## src/rtl/rv_ctrl_pkg.sv

```systemverilog
// Shared encodings for the RV32I multicycle controller: opcodes, instruction classes,
// FSM states, ALU-op / immediate / writeback-source / next-PC constants.
package rv_ctrl_pkg;

    localparam logic [6:0] OP_R      = 7'b0110011;
    localparam logic [6:0] OP_I      = 7'b0010011;
    localparam logic [6:0] OP_LOAD   = 7'b0000011;
    localparam logic [6:0] OP_STORE  = 7'b0100011;
    localparam logic [6:0] OP_BRANCH = 7'b1100011;
    localparam logic [6:0] OP_JAL    = 7'b1101111;
    localparam logic [6:0] OP_JALR   = 7'b1100111;
    localparam logic [6:0] OP_LUI    = 7'b0110111;
    localparam logic [6:0] OP_AUIPC  = 7'b0010111;

    localparam logic [6:0] F7_ZERO   = 7'b0000000;
    localparam logic [6:0] F7_ALT    = 7'b0100000;

    typedef enum logic [3:0] {
        CLS_R,
        CLS_I,
        CLS_LOAD,
        CLS_STORE,
        CLS_BRANCH,
        CLS_JAL,
        CLS_JALR,
        CLS_LUI,
        CLS_AUIPC,
        CLS_ILLEGAL
    } instr_class_t;

    typedef enum logic [2:0] {
        ST_FETCH,
        ST_DECODE,
        ST_EXECUTE,
        ST_MEM,
        ST_WRITEBACK,
        ST_TRAP
    } state_t;

    localparam logic [3:0] ALU_ADD    = 4'b0000;
    localparam logic [3:0] ALU_PASS_B = 4'b1111;

    localparam logic [2:0] IMM_I = 3'b000;
    localparam logic [2:0] IMM_S = 3'b001;
    localparam logic [2:0] IMM_B = 3'b010;
    localparam logic [2:0] IMM_U = 3'b011;
    localparam logic [2:0] IMM_J = 3'b100;

    localparam logic [1:0] WB_ALU = 2'b00;
    localparam logic [1:0] WB_MEM = 2'b01;
    localparam logic [1:0] WB_PC4 = 2'b10;

    localparam logic [4:0] BR_SEQ  = 5'b00000;
    localparam logic [1:0] BR_COND = 2'b01;
    localparam logic [4:0] BR_JUMP = 5'b10000;

    function automatic logic is_shift_f3(input logic [2:0] f3);
        return f3 == 3'b101;
    endfunction

endpackage

```

## src/rtl/rv_instr_classify.sv

```systemverilog
// Combinational RV32I decode: opcode/f3/f7 -> instruction class and the static datapath selects.
// Unrecognised encodings map to CLS_ILLEGAL with every select at 0.
module rv_instr_classify
    import rv_ctrl_pkg::*;
(
    input  logic [6:0]   opcode,
    input  logic [2:0]   f3,
    input  logic [6:0]   f7,
    output instr_class_t cls,
    output logic [2:0]   imm_src,
    output logic         alua_src,
    output logic         alub_src,
    output logic [3:0]   alu_op
);

    always_comb begin
        cls      = CLS_ILLEGAL;
        imm_src  = 3'b000;
        alua_src = 1'b0;
        alub_src = 1'b0;
        alu_op   = ALU_ADD;
        case (opcode)
            OP_R: begin
                // f7=0100000 is only defined for SUB and SRA
                if (f7 == F7_ZERO || (f7 == F7_ALT && (f3 == 3'b000 || f3 == 3'b101))) begin
                    cls    = CLS_R;
                    alu_op = {f7[5], f3};
                end
            end
            OP_I: begin
                if ((f3 == 3'b001 && f7 == F7_ZERO) ||
                    (is_shift_f3(f3) && (f7 == F7_ZERO || f7 == F7_ALT)) ||
                    (f3 != 3'b001 && !is_shift_f3(f3))) begin
                    cls      = CLS_I;
                    imm_src  = IMM_I;
                    alub_src = 1'b1;
                    alu_op   = is_shift_f3(f3) ? {f7[5], f3} : {1'b0, f3};
                end
            end
            OP_LOAD: begin
                if (f3 != 3'b011 && f3 != 3'b110 && f3 != 3'b111) begin
                    cls      = CLS_LOAD;
                    imm_src  = IMM_I;
                    alub_src = 1'b1;
                end
            end
            OP_STORE: begin
                if (f3 == 3'b000 || f3 == 3'b001 || f3 == 3'b010) begin
                    cls      = CLS_STORE;
                    imm_src  = IMM_S;
                    alub_src = 1'b1;
                end
            end
            OP_BRANCH: begin
                if (f3 != 3'b010 && f3 != 3'b011) begin
                    cls     = CLS_BRANCH;
                    imm_src = IMM_B;
                end
            end
            OP_JAL: begin
                cls      = CLS_JAL;
                imm_src  = IMM_J;
                alua_src = 1'b1;
                alub_src = 1'b1;
            end
            OP_JALR: begin
                if (f3 == 3'b000) begin
                    cls      = CLS_JALR;
                    imm_src  = IMM_I;
                    alub_src = 1'b1;
                end
            end
            OP_LUI: begin
                cls      = CLS_LUI;
                imm_src  = IMM_U;
                alub_src = 1'b1;
                alu_op   = ALU_PASS_B;
            end
            OP_AUIPC: begin
                cls      = CLS_AUIPC;
                imm_src  = IMM_U;
                alua_src = 1'b1;
                alub_src = 1'b1;
            end
            default: ;
        endcase
    end

endmodule

```

## src/rtl/multicycle_ctrl_fsm.sv

```systemverilog
// Multicycle RV32I sequencer: FETCH/DECODE/EXECUTE/MEM/WRITEBACK, 3-5 cycles plus one per ack wait,
// holding on imem/dmem acks and counting retirements. ILLEGAL_TRAP_EN makes illegal encodings trap.
module multicycle_ctrl_fsm
    import rv_ctrl_pkg::*;
#(
    parameter int RET_CNT_W = 32
) (
    input  logic                 clk,
    input  logic                 rst,
    input  logic [6:0]           opcode,
    input  logic [2:0]           f3,
    input  logic [6:0]           f7,
    input  logic                 imem_ack,
    input  logic                 dmem_ack,
    output logic                 imem_req,
    output logic                 dmem_req,
    output logic                 ir_wr,
    output logic                 pc_wr,
    output logic [2:0]           imm_src,
    output logic                 alua_src,
    output logic                 alub_src,
    output logic [3:0]           alu_op,
    output logic                 dm_wr,
    output logic [2:0]           dm_ctrl,
    output logic [1:0]           ru_data_wr_src,
    output logic                 ru_wr,
    output logic [4:0]           br_op,
    output logic [RET_CNT_W-1:0] instret,
    output logic                 illegal_instr
);

    state_t                r_state;
    state_t                w_next;
    instr_class_t          r_class;
    logic [RET_CNT_W-1:0]  r_instret;

    instr_class_t          w_cls;
    logic [2:0]            w_imm_src;
    logic                  w_alua_src;
    logic                  w_alub_src;
    logic [3:0]            w_alu_op;

    logic                  w_sel_en;
    logic                  w_imem_req;
    logic                  w_dmem_req;
    logic                  w_ir_wr;
    logic                  w_pc_wr;
    logic                  w_dm_wr;
    logic [2:0]            w_dm_ctrl;
    logic [1:0]            w_ru_src;
    logic                  w_ru_wr;
    logic [4:0]            w_br_op;
`ifdef ILLEGAL_TRAP_EN
    logic                  w_illegal;
`endif

    rv_instr_classify u_classify (
        .opcode   (opcode),
        .f3       (f3),
        .f7       (f7),
        .cls      (w_cls),
        .imm_src  (w_imm_src),
        .alua_src (w_alua_src),
        .alub_src (w_alub_src),
        .alu_op   (w_alu_op)
    );

    always_ff @(posedge clk or posedge rst) begin
        if (rst) begin
            r_state <= ST_FETCH;
        end else begin
            r_state <= w_next;
        end
    end

    always_ff @(posedge clk or posedge rst) begin
        if (rst) begin
            r_class <= CLS_ILLEGAL;
        end else if (r_state == ST_DECODE) begin
            r_class <= w_cls;
        end
    end

    always_ff @(posedge clk or posedge rst) begin
        if (rst) begin
            r_instret <= '0;
        end else if (w_pc_wr) begin
            r_instret <= r_instret + RET_CNT_W'(1);
        end
    end

    always_comb begin
        w_next     = r_state;
        w_sel_en   = 1'b0;
        w_imem_req = 1'b0;
        w_dmem_req = 1'b0;
        w_ir_wr    = 1'b0;
        w_pc_wr    = 1'b0;
        w_dm_wr    = 1'b0;
        w_dm_ctrl  = 3'b000;
        w_ru_src   = WB_ALU;
        w_ru_wr    = 1'b0;
        w_br_op    = BR_SEQ;
`ifdef ILLEGAL_TRAP_EN
        w_illegal  = 1'b0;
`endif
        case (r_state)
            ST_FETCH: begin
                w_imem_req = 1'b1;
                if (imem_ack) begin
                    w_ir_wr = 1'b1;
                    w_next  = ST_DECODE;
                end
            end
            ST_DECODE: w_next = ST_EXECUTE;
            ST_EXECUTE: begin
                w_sel_en = 1'b1;
                case (r_class)
                    CLS_BRANCH: begin
                        w_br_op = {BR_COND, f3};
                        w_pc_wr = 1'b1;
                        w_next  = ST_FETCH;
                    end
                    CLS_LOAD, CLS_STORE: w_next = ST_MEM;
                    CLS_ILLEGAL: begin
`ifdef ILLEGAL_TRAP_EN
                        w_next  = ST_TRAP;
`else
                        w_pc_wr = 1'b1;
                        w_next  = ST_FETCH;
`endif
                    end
                    default: w_next = ST_WRITEBACK;
                endcase
            end
            ST_MEM: begin
                w_sel_en   = 1'b1;
                w_dmem_req = 1'b1;
                w_dm_ctrl  = f3;
                w_dm_wr    = (r_class == CLS_STORE);
                if (dmem_ack) begin
                    // a store retires on acceptance; a load still needs its writeback
                    if (r_class == CLS_STORE) begin
                        w_pc_wr = 1'b1;
                        w_next  = ST_FETCH;
                    end else begin
                        w_next  = ST_WRITEBACK;
                    end
                end
            end
            ST_WRITEBACK: begin
                w_sel_en = 1'b1;
                w_ru_wr  = 1'b1;
                w_pc_wr  = 1'b1;
                w_next   = ST_FETCH;
                case (r_class)
                    CLS_LOAD: w_ru_src = WB_MEM;
                    CLS_JAL, CLS_JALR: begin
                        w_ru_src = WB_PC4;
                        w_br_op  = BR_JUMP;
                    end
                    default: w_ru_src = WB_ALU;
                endcase
            end
`ifdef ILLEGAL_TRAP_EN
            ST_TRAP: w_illegal = 1'b1;
`endif
            default: w_next = ST_FETCH;
        endcase

        // outputs collapse asynchronously while reset is held
        if (rst) begin
            w_sel_en   = 1'b0;
            w_imem_req = 1'b0;
            w_dmem_req = 1'b0;
            w_ir_wr    = 1'b0;
            w_pc_wr    = 1'b0;
            w_dm_wr    = 1'b0;
            w_dm_ctrl  = 3'b000;
            w_ru_src   = WB_ALU;
            w_ru_wr    = 1'b0;
            w_br_op    = BR_SEQ;
`ifdef ILLEGAL_TRAP_EN
            w_illegal  = 1'b0;
`endif
        end
    end

    assign imem_req       = w_imem_req;
    assign dmem_req       = w_dmem_req;
    assign ir_wr          = w_ir_wr;
    assign pc_wr          = w_pc_wr;
    assign dm_wr          = w_dm_wr;
    assign dm_ctrl        = w_dm_ctrl;
    assign ru_data_wr_src = w_ru_src;
    assign ru_wr          = w_ru_wr;
    assign br_op          = w_br_op;
    assign imm_src        = w_sel_en ? w_imm_src  : 3'b000;
    assign alua_src       = w_sel_en ? w_alua_src : 1'b0;
    assign alub_src       = w_sel_en ? w_alub_src : 1'b0;
    assign alu_op         = w_sel_en ? w_alu_op   : 4'b0000;
    assign instret        = r_instret;
`ifdef ILLEGAL_TRAP_EN
    assign illegal_instr  = w_illegal;
`else
    assign illegal_instr  = 1'b0;
`endif

endmodule
```

## config.mk

```make
export PLATFORM = sky130hd
export DESIGN_NAME = multicycle_ctrl_fsm
export DESIGN_NICKNAME = d
export VERILOG_FILES = /design/src/rtl/rv_ctrl_pkg.sv /design/src/rtl/rv_instr_classify.sv /design/src/rtl/multicycle_ctrl_fsm.sv
export SDC_FILE = /design/constraint.sdc
export NUM_CORES = 1
export LEC_CHECK = 0
export ABC_AREA = 1
export CAP_MARGIN = 20
export CORE_ASPECT_RATIO = 0.7
export CORE_MARGIN = 8
export CORE_UTILIZATION = 55
export CTS_CLUSTER_SIZE = 16
export DETAILED_ROUTE_END_ITERATION = 8
export DONT_BUFFER_PORTS = 1
export PLACE_DENSITY = 0.7
export SYNTH_ARGS = -nofsm -noshare
export SYNTH_HDL_FRONTEND = slang
export SYNTH_HIERARCHICAL = 1
export SYNTH_SLANG_ARGS = --single-unit
```

## constraint.sdc

```tcl
create_clock -name clk -period 5.6 [get_ports clk]
set_input_delay 1.4 -clock clk [delete_from_list [all_inputs] [get_ports clk]]
set_output_delay 1.4 -clock clk [all_outputs]
set_load 0.05 [all_outputs]
```

==> out/results.md <==
## Run status
- completed — run status

## Floorplanning
- 5730 µm² — total core area
- 79 — Top Ports
- 57.2% — Starting Density
- 80.6 µm — vertical die dimension
- 23 — Row Count
- 108 µm — Die X-Extent
- 8730 µm² — Die Outline Area

## Placed design
- 3400 µm² — instance area at placement
- 0 — I/O Buffers
- 7210 µm — DP Wirelength
- 1200 ps — worst slack at placement
- 0.965 — gp weighted congestion
- 647 — count of placed standard cells including taps

## CTS
- 0 — Post-CTS Hold Buffers
- yes — clock tree from TritonCTS
- 0 — Post-CTS Setup Bufs
- 5 — CTS Buf Count
- 300 ps — insertion delay to the later sink of the worst-skew pair
- 0 — number of gates resized after CTS
- 2 — maximum count of clock buffers along a single path
- sky130_fd_sc_hd__clkbuf_8 — Root Buffer Master
- 2 — number of levels in the clock H-tree
- 80 ps — post-CTS clock slew at the launch and capture registers of the worst setup and hold paths
- 39 — total clock sinks

## Worst setup path
- f7[4] — startpoint of the worst setup timing path
- instret[0] — beginning of the worst register-to-register path
- 1 — Buffers & Inverters on Critical Path
- 680 ps — peak per-stage delay on the critical path
- simple AND/OR/NAND/NOR gates — Crit path max-delay family
- sky130_fd_sc_hd__nor2_1 — crit path max-delay cell type
- output pin — kind of capture point of the worst setup path
- 4 — largest driver fanout on the critical path
- in -> out — Setup Crit Path Kind
- 10 — depth of the most critical reg-to-reg path
- alu_op[1] — Worst Setup EP
- 3220 ps — worst setup slack for register-to-register paths
- 4200 ps — required time of the critical path
- instret[26] — reg-to-reg endpoint
- sky130_fd_sc_hd__nand2_1 — Most common cell on crit path
- 9 — number of cells on the critical path
- nor2_1 -> nand2_1 -> nor2_1 -> nand2_1 -> nand2_1 -> nand2_1 -> a21oi_1 -> inv_1 -> nor2_1 — Cell Chain, Critical Path
- primary input — category of the worst setup path launch point
- 2980 ps — CP arrival

## Detailed routing
- 5.18 — routed via count divided by cell count
- 8920 µm — post-detailed-routing wire length
- 0 — final antenna-violating net count
- 13.6 µm — post-detailed-route wirelength per cell
- 0 — number of DRC violations after detailed routing
- 3391 — via count
- 4 — first-pass detailed-route iteration total
- 269 — initial detailed-routing violation count

## STA
- 512 ps — tightest hold margin
- 78.2% — final cycle utilization of the critical path
- 7.85 ps — clock tree skew after final layout
- 228 MHz — fmax
- 0 ps — setup_tns
- 972 ps — pin slew with the least headroom to its limit
- 4380 ps — shortest period the worst path allows
- 35.0% — remaining max-slew budget at the tightest pin
- 0 — Final Hold Violating Endpoints
- 0 — fin. max-slew vios
- 0 — Setup-failing EPs final
- no — RSZ-0062 raised after global routing
- 1220 ps — fin worst setup slack

## Layout
- 0 — antenna cells
- 655 — final cell count without fillers
- 2000 µm² — area of the multi-input gates
- 978 µm² — sequential cell area in the final layout
- 601 — Post-layout nets
- 3490 µm² — Non-Filler Cell Area, Final
- 6.34% — synthesis-to-layout area growth
- 9.31% — share of post-route cells with drive strength above 1
- 60.9% — final core area utilization
- 589 — number of filler cells placed in the layout

## Logic synthesis
- 3280 µm² — cell area after synthesis
- 570 — Post-Syn Instances
- 246 x sky130_fd_sc_hd__nand2_1, 105 x sky130_fd_sc_hd__nor2_1, 59 x sky130_fd_sc_hd__inv_1 — most used standard cells in the synthesized netlist
- sky130_fd_sc_hd__dfrtp_1 — cell type with the largest total area after synthesis
- 39 — #FFs+latches synth
- 31 — post-synthesis cell type count
- 100% — proportion of register bits with asynchronous set or reset after synthesis
- 0 — Post-synth EDFFs
- 592 — Post-Synthesis Net Count
- 29.8% — proportion of synthesized chip area in sequential cells
- sky130_fd_sc_hd__dfrtp_1 — dominant synthesized flop cell
- sky130_fd_sc_hd__nand2_1 — most used standard cell by instance count after synthesis
- sky130_fd_sc_hd__dfrtp_1 28%, sky130_fd_sc_hd__nand2_1 28%, sky130_fd_sc_hd__nor2_1 12% — leading cell types by total area after synthesis
- 6 — count of yosys warnings during synthesis
- 28.2% — fraction of post-synthesis cell area in the top cell type by area
- 5.75 µm² — average footprint of a synthesized cell

## Hold path
- reg -> reg — worst min-delay path category
- 2 — number of cells traversed by the worst hold path

## GRT
- 3065 — via count of the first global-routing pass
- 0 — antenna violations before repair
- 0 — total global routing overflow
- 21.3% — Overall Global Routing Usage
- 14900 µm — wire length of the first global-routing pass
- 38 — pin count of the biggest net entering global routing

## Job
- 0 — Max Cap Viol

## Power
- 1.70 nW — leakage power
- 940 µW — post-layout total power
- 0.178 mV — worst supply voltage drop on vdd
- 270 nW/µm² — power density cells

==> layout make-up <==
class	instances	area share, %
inverter	69	7.43
sequential	39	28.1
tap	75	2.69
multi-input combinational	455	57.3
clock buffer	5	1.97
clock inverter	3	0.574
timing repair buffer	9	1.94
==> worst min-delay path by stage <==
stage / from / end / slack, ps
3_3_place_gp: r_class[0] / r_class[0] / 490
3_5_place_dp: r_class[0] / r_class[0] / 500
4_1_cts: r_class[0] / r_class[0] / 510
2_1_floorplan: r_class[0] / r_class[0] / 470
5_1_grt: r_class[0] / r_class[0] / 530
6_report: r_class[0] / r_class[0] / 510
==> placed cells by master (no fill, tap or decap), types with 6 or more instances in the layout <==
cell and n:
sky130_fd_sc_hd__a21oi_1 7, sky130_fd_sc_hd__buf_4 9, sky130_fd_sc_hd__dfrtp_1 37, sky130_fd_sc_hd__inv_1 58, sky130_fd_sc_hd__inv_2 10, sky130_fd_sc_hd__nand2_1 246
sky130_fd_sc_hd__nand3_1 39, sky130_fd_sc_hd__nor2_1 105, sky130_fd_sc_hd__nor2_2 8, sky130_fd_sc_hd__o21ai_0 8, sky130_fd_sc_hd__xnor2_1 6, sky130_fd_sc_hd__xor2_1 6
==> registers in the layout, indices dropped and copies added, names as in the netlist <==
register	count
r_class	4
r_state	3
instret	32
==> power breakdown <==
group	switching (mW)	total [mW]	leakage, nW	internal [mW]
Sequential	0.125	0.450	0.524	0.325
Combinational	0.215	0.293	1.13	0.0784
Clock	0.109	0.196	0.0402	0.0868
Total	0.450	0.940	1.70	0.490
==> logic make-up (layout without fill, tap and decap cells) <==
family	Yosys count	count (layout)	share of synthesized area [%]
fa+ha+maj	1	1	0.382
simple gates	425	425	54.5
compound gates	16	16	2.56
buf+inv	76	86	9.39
flops	39	39	29.8
xor+xnor	12	12	3.21
other cells	1	1	0.114
==> worst min-delay path: cells and delay by family, from the launching register on <==
kind                   cells  cell delay, ps
AOI/OAI and AO/OA          1              50
buffers and inverters      1              60
DFF                        1             400
==> layer usage <==
layer / vias to the layer above / part of all wire [%] / GRT usage, %
met5: - / 0 / 0
met4: 0 / 0.49 / 4.63
met3: 4 / 9.0 / 5.60
met2: 113 / 40 / 29.5
met1: 1538 / 51 / 31.9
li1: 1736 / - / -
Note: power is estimated with default switching activity, not from simulation.
